### src/rtl/alu_operand_register_file_if.sv
// alu_operand_register_file_if: write/read bus between the datapath controller and the ALU operand register file
interface alu_operand_register_file_if #(
    parameter int WIDTH = 16,
    parameter int NGP   = 4,
    parameter int NSCR  = 4
);
    localparam int SW = $clog2(NGP + NSCR);
    logic [WIDTH-1:0] data;
    logic [3:0]       flags;
    logic [2:0]       cond;
    logic [NGP-1:0]   reg_sel;
    logic [NSCR-1:0]  scr_sel;
    logic [2:0]       fun_sel;
    logic [SW-1:0]    out_a_sel;
    logic [SW-1:0]    out_b_sel;
    logic [WIDTH-1:0] out_a;
    logic [WIDTH-1:0] out_b;
    modport master (
        output data, flags, cond, reg_sel, scr_sel, fun_sel, out_a_sel, out_b_sel,
        input  out_a, out_b
    );
    modport slave (
        input  data, flags, cond, reg_sel, scr_sel, fun_sel, out_a_sel, out_b_sel,
        output out_a, out_b
    );
endinterface

### src/rtl/alu_operand_register_file.sv
// alu_operand_register_file: general + scratch registers feeding ALU operands, with flag-conditioned writes
module alu_operand_register_file #(
    parameter int WIDTH = 16,
    parameter int NGP   = 4,
    parameter int NSCR  = 4
) (
    input logic clk,
    input logic rst_n,
    alu_operand_register_file_if.slave bus
);
    localparam int NREG = NGP + NSCR;
    logic [WIDTH-1:0] regs [NREG];
    logic [WIDTH-1:0] nxt  [NREG];
    logic [NREG-1:0]  en;
    logic [7:0]       cond_vec;
    logic             we;
    logic [7:0]       lo;
    // Flag condition picks the write enable; a false condition masks every select, even undriven ones
    always_comb begin
        cond_vec = {bus.flags[0], ~bus.flags[1], bus.flags[1], ~bus.flags[2],
                    bus.flags[2], ~bus.flags[3], bus.flags[3], 1'b1};
        we = cond_vec[bus.cond];
        en = we ? {bus.scr_sel, bus.reg_sel} : '0;
    end
    // Every register computes the shared operation on its own value; only enabled ones commit it
    always_comb begin
        lo = bus.data[7:0];
        for (int k = 0; k < NREG; k++) begin
            nxt[k] = regs[k];
            case (bus.fun_sel)
                3'b000: nxt[k] = regs[k] - WIDTH'(1);
                3'b001: nxt[k] = regs[k] + WIDTH'(1);
                3'b010: nxt[k] = bus.data;
                3'b011: nxt[k] = '0;
                3'b100: nxt[k] = WIDTH'(lo);
                3'b101: nxt[k][7:0] = lo;
                3'b110: nxt[k][15:8] = lo;
                default: nxt[k] = {{(WIDTH-8){lo[7]}}, lo};
            endcase
        end
    end
    // Asynchronous clear of all registers; otherwise commit enabled registers on the edge
    always_ff @(posedge clk or negedge rst_n) begin
        if (!rst_n) begin
            for (int k = 0; k < NREG; k++) regs[k] <= '0;
        end else begin
            for (int k = 0; k < NREG; k++) if (en[k]) regs[k] <= nxt[k];
        end
    end
    assign bus.out_a = regs[bus.out_a_sel];
    assign bus.out_b = regs[bus.out_b_sel];
endmodule

### src/flat_wrapper.sv
// flat-port wrapper written by rule: the top's interface ports become plain ports
module alu_operand_register_file_flat 
#(
    parameter int WIDTH = 16,
    parameter int NGP   = 4,
    parameter int NSCR  = 4
)
  (clk, rst_n, bus_data, bus_flags, bus_cond, bus_reg_sel, bus_scr_sel, bus_fun_sel, bus_out_a_sel, bus_out_b_sel, bus_out_a, bus_out_b);
  alu_operand_register_file_if #(.WIDTH(WIDTH), .NGP(NGP), .NSCR(NSCR)) bus_i ();
  input logic clk;
  input logic rst_n;
  input wire logic [$bits(bus_i.data)-1:0] bus_data;
  input wire logic [$bits(bus_i.flags)-1:0] bus_flags;
  input wire logic [$bits(bus_i.cond)-1:0] bus_cond;
  input wire logic [$bits(bus_i.reg_sel)-1:0] bus_reg_sel;
  input wire logic [$bits(bus_i.scr_sel)-1:0] bus_scr_sel;
  input wire logic [$bits(bus_i.fun_sel)-1:0] bus_fun_sel;
  input wire logic [$bits(bus_i.out_a_sel)-1:0] bus_out_a_sel;
  input wire logic [$bits(bus_i.out_b_sel)-1:0] bus_out_b_sel;
  output wire logic [$bits(bus_i.out_a)-1:0] bus_out_a;
  output wire logic [$bits(bus_i.out_b)-1:0] bus_out_b;
  assign bus_i.data = bus_data;
  assign bus_i.flags = bus_flags;
  assign bus_i.cond = bus_cond;
  assign bus_i.reg_sel = bus_reg_sel;
  assign bus_i.scr_sel = bus_scr_sel;
  assign bus_i.fun_sel = bus_fun_sel;
  assign bus_i.out_a_sel = bus_out_a_sel;
  assign bus_i.out_b_sel = bus_out_b_sel;
  assign bus_out_a = bus_i.out_a;
  assign bus_out_b = bus_i.out_b;
  alu_operand_register_file #(.WIDTH(WIDTH), .NGP(NGP), .NSCR(NSCR)) u_core (.clk(clk), .rst_n(rst_n), .bus(bus_i));
endmodule
### config.mk
export PLATFORM = sky130hd
export DESIGN_NAME = alu_operand_register_file_flat
export DESIGN_NICKNAME = d
export VERILOG_FILES = /design/src/rtl/alu_operand_register_file_if.sv /design/src/rtl/alu_operand_register_file.sv /design/src/flat_wrapper.sv
export SDC_FILE = /design/constraint.sdc
export NUM_CORES = 1
export LEC_CHECK = 0
export BUFFER_PORTS_ARGS = -buffer_cell sky130_fd_sc_hd__buf_2
export CORE_MARGIN = 2
export CORE_UTILIZATION = 53
export CTS_CLUSTER_DIAMETER = 100
export DETAILED_ROUTE_END_ITERATION = 8
export GPL_TIMING_DRIVEN = 0
export PLACE_DENSITY = 0.71
export SYNTH_ARGS = -nofsm -noshare
export SYNTH_HDL_FRONTEND = slang
export SYNTH_SLANG_ARGS = --single-unit
### constraint.sdc
create_clock -name clk -period 2.4 [get_ports clk]
set_input_delay 0.24 -clock clk [delete_from_list [all_inputs] [get_ports clk]]
set_output_delay 0.24 -clock clk [all_outputs]
set_load 0.03 [all_outputs]
=== Yosys cells after proc, flatten, opt, wreduce, memory -nomap -nowiden ===
Index checks and enable logic that the tools add are counted.

* Bits in registers: 128
* Output and inout port bits: 32
* Logic and storage cells: 91

* Bitwise logic cells: 7
* Add/subtract/negate cells: 16
* Reductions and logical operators: 18
* Order comparisons: 3
* Muxes and demuxes: 25
* Equality and inequality tests: 6

{| class="wikitable"
|+ Operators with widths
! kind !! count
|-
| 8-bit one-hot mux with 6 select lines || 8
|-
| 8-bit one-hot mux with 4 select lines || 8
|-
| 16-bit by 1-bit adder with 16-bit output, second input constant || 8
|-
| 16-bit by 1-bit subtractor with 16-bit output, second input constant || 8
|-
| 16-bit binary-select mux with 3-bit select || 2
|-
| 16-bit 2-to-1 mux || 4
|-
| 2-bit AND reduction || 16
|-
| 3-bit equality test, second input constant || 3
|-
| 4-bit >= comparator, second input constant || 2
|-
| 8-bit 2-to-1 mux || 1
|-
| 3-bit NOT with 4-bit output || 2
|-
| 3-bit by 2-bit equality test with 1-bit output, second input constant || 2
|-
| 1-bit NOT || 5
|-
| 3-bit by 4-bit < comparator with 1-bit output, second input constant || 1
|-
| 1-bit binary-select mux with 3-bit select || 1
|-
| 3-bit by 1-bit equality test with 1-bit output, second input constant || 1
|-
| 3-bit logical NOT || 1
|-
| 2-bit OR reduction || 1
|-
| 1-bit 2-to-1 mux || 1
|}

=== Depth between registers and ports, before layout ===
Gate-level depths: netlist of run 1.

* Word-level depth: 5
* Mapped depth: 10
* Depth with buffers taken out: 8

=== Least setup slack after synthesis of run 1 ===
No wires, ideal clock.

* Path type: input -> output
* Start: input port bus_out_a_sel[1]
* End: output port bus_out_a[0]
* Cell stages on the path: 5
* Required time: 2160 ps
* Slack: 17 ps
* Arrival: 2143 ps
* Path through: clkbuf_1 buf_2 clkbuf_1 mux4_2 o21ai_0

* Word-level cells in the longest chain between the ends: 4

{| class="wikitable"
|+ Ends and longest elaborated chain
! element !! line !! source
|-
| start, declared || flat_wrapper.sv:18 || <nowiki>input wire logic [$bits(bus_i.out_a_sel)-1:0] bus_out_a_sel;</nowiki>
|-
| 3-bit NOT with 4-bit output (implied by the code) || alu_operand_register_file.sv:50 || <nowiki>assign bus.out_a = regs[bus.out_a_sel];</nowiki>
|-
| 16-bit binary-select mux with 3-bit select || alu_operand_register_file.sv:50 ||
|-
| 16-bit 2-to-1 mux (implied by the code) (2 in series) || alu_operand_register_file.sv:50 ||
|-
| end, declared || flat_wrapper.sv:20 || <nowiki>output wire logic [$bits(bus_i.out_a)-1:0] bus_out_a;</nowiki>
|}

No other way between the ends. The select of a mux whose other input is x is not followed.

=== Worst setup path in the final report of run 1 ===
* Start: input port bus_fun_sel[1]
* End: register u_core.regs[107] in the netlist's numbering

* Word-level cells in the longest chain between the ends: 3
* Elaborated cells on any way between the ends: 11
* Classes of those cells: 6 x eq/ne; 1 x mux; 1 x bitwise; 3 x reduce/logical

{| class="wikitable"
|+ Ends and longest elaborated chain
! element !! line !! source
|-
| start, declared || flat_wrapper.sv:17 || <nowiki>input wire logic [$bits(bus_i.fun_sel)-1:0] bus_fun_sel;</nowiki>
|-
| 3-bit by 2-bit equality test with 1-bit output / 3-bit equality test (equally long branches) || alu_operand_register_file.sv:30 || <nowiki>case (bus.fun_sel)</nowiki>
|-
| 2-bit OR reduction (no line) / 1-bit NOT (equally long branches) || -- ||
|-
| 8-bit one-hot mux with 6 select lines / 2-bit AND reduction (equally long branches) || -- ||
|-
| end, declared || alu_operand_register_file.sv:12 || <nowiki>logic [WIDTH-1:0] regs [NREG];</nowiki>
|}

Parallel ways exist; a longest one is shown, timed or not.
A chain may end at the register's enable or synchronous reset.

==> results.yml, run 1 <==
logic_synthesis:
  yosys_register_bits: 128
  synth_edf_count: 0
  async_flop_share_pct: 100
  synth-compound-area-share_pct: 25.1
  syn_area_um2: 12900
  synth_fa_ha_area_share_pct: 1.55
  syn-instance-count: 1594
  syn_area_per_cell_um2: 8.11
  synth.most_common_cell: "nor2_1"
  netlist.area_leader.share_pct: 24.8
  synthSimpleGateAreaFrac_pct: 22.8
  ys.flop_type: "dfrtp_1"
  yosysWarnings: 0
  ys_seq_area_share_pct: 24.8
  synth_nets: 1652
  synthTopCellsByCount: "134 x nor2_1, 128 x dfrtp_1, 123 x o21ai_0"
  synthMuxAreaShare_pct: 15.4
  synth-xor-area-share_pct: 3.52
  synth_top_family_by_area: "compound AO/OA/AOI/OAI gates"
  synth_area_leaders: "dfrtp_1 25%, mux4_2 11%, o21ai_0 4.8%"
  yosysTopAreaCell: "dfrtp_1"
  ys_types: 84
critical_path:
  cp_max_fo: 10
  path_buf_inv: 4
  crit_path_top_delay_cell: "clkbuf_1"
  timing_worst_setup_path_type: "primary input to register"
  cp_common_cell: "clkbuf_1"
  required_ns: 2.76
  cpPeakStageDelay_ns: 0.81
  cp-end-kind: "register"
  worstPathArrival_ns: 2.81
  start_kind: "primary input"
  crit_family: "buffers and inverters"
  path_cells: "buf_2 > clkbuf_1 > or2_1 > clkbuf_1 > nor2_2 > clkbuf_1 > o31ai_1 > o2111a_1 > a21oi_1"
detailed_routing:
  wl_mm: 62.4
  firstDrtPassIters: 9
  dr_total_vias: 15300
  routedWlPerCell_um: 30.8
  first_iter_violations: 2666
  postRouteAntennaNets: 0
  drc_errors: 0
  vias_per_cell: 7.55
final_layout:
  nNetsFinal: 1744
  top_regs: "u_core.regs: 128 flops"
  drive_gt1_share_pct: 21.5
  final_cells: 2022
  regMostFlops: "u_core.regs"
  syn2layout_area_growth_pct: 13.9
  largest_reg_flops: 128
  antenna_cells: 0
clock_network:
  htreeDepth: 4
  numCtsBuffers: 17
  cts-root-buf: "clkbuf_16"
  clock_latency_ns: 0.45
  tritoncts: "yes"
  cts_buffer_depth: 2
  clock_sinks: 128
  path_clk_slew_ns: 0.07
sta:
  clock_skew_ns: 0.0175
  worst_slack_ns: -0.0509
  rsz0062_at_grt: "true"
  period_share_pct: 102
  finalHoldViolations: 0
  period_needed_ns: 2.45
  setup_viol: 10
  slew_headroom_pct: 17.6
  whs_ns: 0.156
  tightestPinTransition_ns: 1.24
  finalMaxSlewViolations: 0
  max_freq_ghz: 0.408
floorplanning:
  die_w_um: 160
  ioPinCount: 74
  core_area_um2: 24100
  die_area_um2: 25700
  rows: 57
  start_util_pct: 53.6
  die_y_um: 160
grt:
  antenna_found_initial: 1
  grt_pass1_wl_mm: 90.0
  grt_pass1_vias: 13800
  grt_max_degree: 66
  grt_overflow: 0
  grt_usage_pct: 47.8
placed_design:
  port_buffers: 67
  place.gp.congestion: 1.04
  dp_hpwl_mm: 45.3
  numPlacedInstances: 1987
status:
  violations: "negative setup slack"
  status: "complete, but fails checks"
power_and_ir_drop:
  p_leak_nw: 5.61
  vdd_ir_drop_max_mv: 0.479
  power.density_nw_per_um2: 826
  power_mw: 12.2
flow_run:
  maxCapViolations: 0
worst_hold_path:
  hold_path.class: "primary input to register"
worst min-delay path, delay by kind of cell:
kind                   cells  cell delay [ns]
buffers and inverters      1             0.16
and+or+nand+nor            1             0.08
AOI/OAI and AO/OA          1             0.07
layout make-up:
| cell class | instances | area (µm²) |
|---|---|---|
| plain buffers | 158 | 744 |
| clock buffers | 18 | 439 |
| clock inverters | 13 | 199 |
| fillers | 2265 | 9390 |
| inverters | 46 | 173 |
| multi-input cells | 1250 | 9040 |
| flip-flops and latches | 128 | 3210 |
| well taps | 324 | 405 |
| repair buffers | 85 | 503 |
per-layer routing:
metal	track usage, %	wire length, µm	part of all wire, %	vias up
met4	29.4	4970	8.0	0
met1	65.1	23300	37	7269
li1	-	-	-	6236
met3	17.5	10000	16	349
met2	64.2	24000	39	1408
met5	0	0	0	-
power by group:
part           switching (mW)  total [mW]  leakage (nW)  internal, mW
sequential              0.722        3.41          1.57          2.69
combinational            3.66        5.70          3.73          2.04
clock                    1.25        3.04         0.313          1.79
total                    5.63        12.2          5.61          6.52
cells in the final DEF (no fill, tap or decap), types with 10 or more instances in the layout:
cell and count:
a22oi_1 11, and2_1 24, o21ai_0 123, mux2_2 32, ha_1 16, nor2_1 132
nor4_1 25, mux4_2 64, nand2_1 121, and3_1 18, clkbuf_2 30, a31oi_1 21
dfrtp_1 124, inv_1 42, a22o_1 12, mux2i_1 19, or3_1 14, nor3_1 59
o31a_1 12, o22ai_1 19, o22a_1 10, o21a_1 18, clkbuf_16 17, buf_4 21
clkbuf_1 61, o31ai_1 14, buf_2 107, nand4_1 31, xnor2_1 35, a211oi_1 21
a21o_1 12, o2111ai_1 11, a21oi_1 116, o211ai_1 15, xor2_1 17, nand3_1 64
buf_1 13
logic make-up after synthesis:
| family | Yosys count |
|---|---|
| flip-flops | 128 |
| multiplexers | 115 |
| AO/OA/AOI/OAI | 492 |
| AND/OR/NAND/NOR | 575 |
| adder cells (fa/ha/maj) | 16 |
| XOR/XNOR | 52 |
| buffers and inverters | 216 |
final timing paths:
check,from,endpoint,slack [ns],cells past startpoint
max,bus_fun_sel[1],u_core.regs[107],-0.05,9
min,bus_reg_sel[3],u_core.regs[73],0.16,3
max reg2reg,u_core.regs[113],u_core.regs[122],0.07,8
min reg2reg,u_core.regs[49],u_core.regs[49],0.62,2
max in group asynchronous,rst_n,u_core.regs[49],1.22,3
min in group asynchronous,rst_n,u_core.regs[12],0.36,2
metrics by stage:
stage	cell area [µm²]	worst slack, ns	setup TNS (ns)	util [%]
6_report	14700	-0.0509	-0.225	61.0
5_1_grt	14700	-0.00961	-0.0195	61.0
4_1_cts	14500	-0.0144	-0.0144	60.1
3_5_place_dp	13700	-1.01	-71.81	56.9
3_3_place_gp	13700	-1.02	-189.29	56.7
2_1_floorplan	12900	0.0166	0	-
repair_timing:
action	in CTS	in global routing
endpoints found under the hold margin	63	0
gates resized for setup	50	72
endpoints found under the setup margin	102	74
hold buffers	1	0
buffers inserted	0	15
pin swaps	1	8
cloned	0	0
(Power assumes the default switching activity.)
==> inputs of run 2 (changes only) <==
--- a/config.mk
+++ b/config.mk
@@ -12,6 +12,7 @@
 export DETAILED_ROUTE_END_ITERATION = 8
 export GPL_TIMING_DRIVEN = 0
 export PLACE_DENSITY = 0.71
+export REMOVE_ABC_BUFFERS = 1
 export SYNTH_ARGS = -nofsm -noshare
 export SYNTH_HDL_FRONTEND = slang
 export SYNTH_SLANG_ARGS = --single-unit
==> constraint.sdc (replaced) <==
create_clock -name clk -period 2.75 [get_ports clk]
set_input_delay 0.275 -clock clk [delete_from_list [all_inputs] [get_ports clk]]
set_output_delay 0.275 -clock clk [all_outputs]
set_load 0.03 [all_outputs]
==> run 2 against run 1 <==
Flip-flop and latch count is the same. Register-to-register slack hardly changed. Critical path depth shrank 1. The flow finishes with violations (max-capacitance violations). Power shrank 18%. First-iteration DRC count shrank 15%. Clock power is 13% lower. Hold slack got worse by 0.0086 ns. Final cell count down 7.6%. Global-route usage fell by 11 points. Via count shrank 12%. Non-clock buffer count fell by 156.
==> results.yml, run 2 (synthesis results as in run 1) <==
status:
  status: "complete, but fails checks"
  violations: "max-capacitance violations"
final_layout:
  top_regs: "u_core.regs: 128 flops"
  drive_gt1_share_pct: 16.6
  largest_reg_flops: 128
  final_cells: 1868
  syn2layout_area_growth_pct: 7.98
  final_core_util_pct: 57.9
  layout_common_cells: "132 x nor2_1, 128 x dfrtp_1, 123 x o21ai_0, 122 x nand2_1, 117 x a21oi_1"
  final_common_cell: "nor2_1"
  regMostFlops: "u_core.regs"
  nNetsFinal: 1589
  antenna_cells: 0
sta:
  slew_headroom_pct: 1.61
  period_needed_ns: 2.75
  period_share_pct: 99.9
  setup_viol: 0
  tightestPinTransition_ns: 1.46
  finalHoldViolations: 0
  clock_skew_ns: 0.0123
  max_freq_ghz: 0.364
  rsz0062_at_grt: "false"
  finalMaxSlewViolations: 0
grt:
  grt_pass1_wl_mm: 73.3
  antenna_found_initial: 0
  grt_pass1_vias: 12100
  grt_overflow: 0
  grt_max_degree: 77
  grt_usage_pct: 37.0
clock_network:
  tritoncts: "yes"
  clock_sinks: 128
  cts_buffer_depth: 2
  path_clk_slew_ns: 0.06
  clock_latency_ns: 0.44
  cts-root-buf: "clkbuf_16"
  numCtsBuffers: 17
  htreeDepth: 4
critical_path:
  cp-end-kind: "register"
  r2r_cells: 6
  required_ns: 3.08
  timing_worst_setup_path_type: "primary input to register"
  start_kind: "primary input"
  worstPathArrival_ns: 3.07
  cp_max_fo: 64
  regToRegEndpoint: "u_core.regs[47]"
  crit_start: "bus_fun_sel[0]"
  timing.rr.start: "u_core.regs[34]"
  r2r_setup_slack_ns: 0.08
worst_hold_path:
  hold-path-endpoint: "u_core.regs[73]"
  min_path_cells: 3
  min_from: "bus_reg_sel[3]"
  hold_path.class: "primary input to register"
detailed_routing:
  routedWlPerCell_um: 25.4
  vias_per_cell: 7.19
  drc_errors: 0
  first_iter_violations: 2257
  dr_total_vias: 13400
  wl_mm: 47.5
  firstDrtPassIters: 8
  postRouteAntennaNets: 0
floorplanning:
  die_area_um2: 25700
  start_util_pct: 53.6
  die_w_um: 160
  core_area_um2: 24100
  rows: 57
  die_y_um: 160
  ioPinCount: 74
placed_design:
  place.gp.congestion: 0.938
  dp_hpwl_mm: 33.8
  numPlacedInstances: 1832
  port_buffers: 73
flow_run:
  maxCapViolations: 1
power_and_ir_drop:
  power.density_nw_per_um2: 710
  p_leak_nw: 5.20
  vdd_ir_drop_max_mv: 0.340
[run 2: cell type report]
class | instances | area, µm²
fill | 2224 | 10100
multi-input combinational | 1251 | 8900
inverter | 46 | 173
timing repair buffer | 87 | 622
clock inverter | 12 | 208
tap | 324 | 405
sequential | 128 | 3200
clock buffer | 20 | 447
[run 2: routing by layer]
layer	vias to the layer above	global-route usage, %	share of wire, %	wire length, µm
met1	6401	54.1	41	19600
met4	0	14.4	4.1	1960
met2	976	54.6	43	20600
met3	136	6.68	11	5370
li1	5911	-	-	-
met5	-	0	0	0
[run 2: worst max path at each step]
stage,endpoint,cells past startpoint
finish,u_core.regs[29],8
global route,u_core.regs[29],8
CTS,u_core.regs[25],9
detailed placement,u_core.regs[103],7
global placement,u_core.regs[92],6
floorplan,u_core.regs[92],5
[run 2: what timing repair did]
item                                   CTS  global route
buffers inserted                         0             2
endpoints found under the hold margin   52             0
pin swaps                                0             2
setup endpoints to repair               27            24
gates cloned                             0             1
hold buffers                             1             0
gates resized for setup                  1             1
[run 2: report_power, final]
part	total [mW]	internal, mW	switching (mW)
Combinational	3.65	1.56	2.09
Clock	2.64	1.64	1.00
Sequential	3.62	2.34	1.28
[run 2: worst max-delay path, stage by stage]
cell and delay (ns):
buf_4 0.19, buf_16 0.23, nand2_1 0.16, nor2_1 0.10
nor3_2 0.97, nand2_1 0.53, a211o_1 0.36, a22o_1 0.18
[run 2: through the flow]
step | setup slack (ns) | area (µm²) | setup TNS (ns) | hold slack, ns | power [mW]
5_1_grt | 0.00505 | 14000 | 0 | 0.174 | 10.4
2_1_floorplan | -0.887 | 12200 | -35.28 | -0.0206 | 5.75
3_5_place_dp | -0.590 | 13200 | -27.36 | 0.286 | 7.13
4_1_cts | 0.0644 | 13900 | 0 | 0.145 | 9.76
3_3_place_gp | -5.74 | 13000 | -480.62 | 0.582 | 6.98
6_report | 0.00331 | 14000 | 0 | 0.147 | 9.91
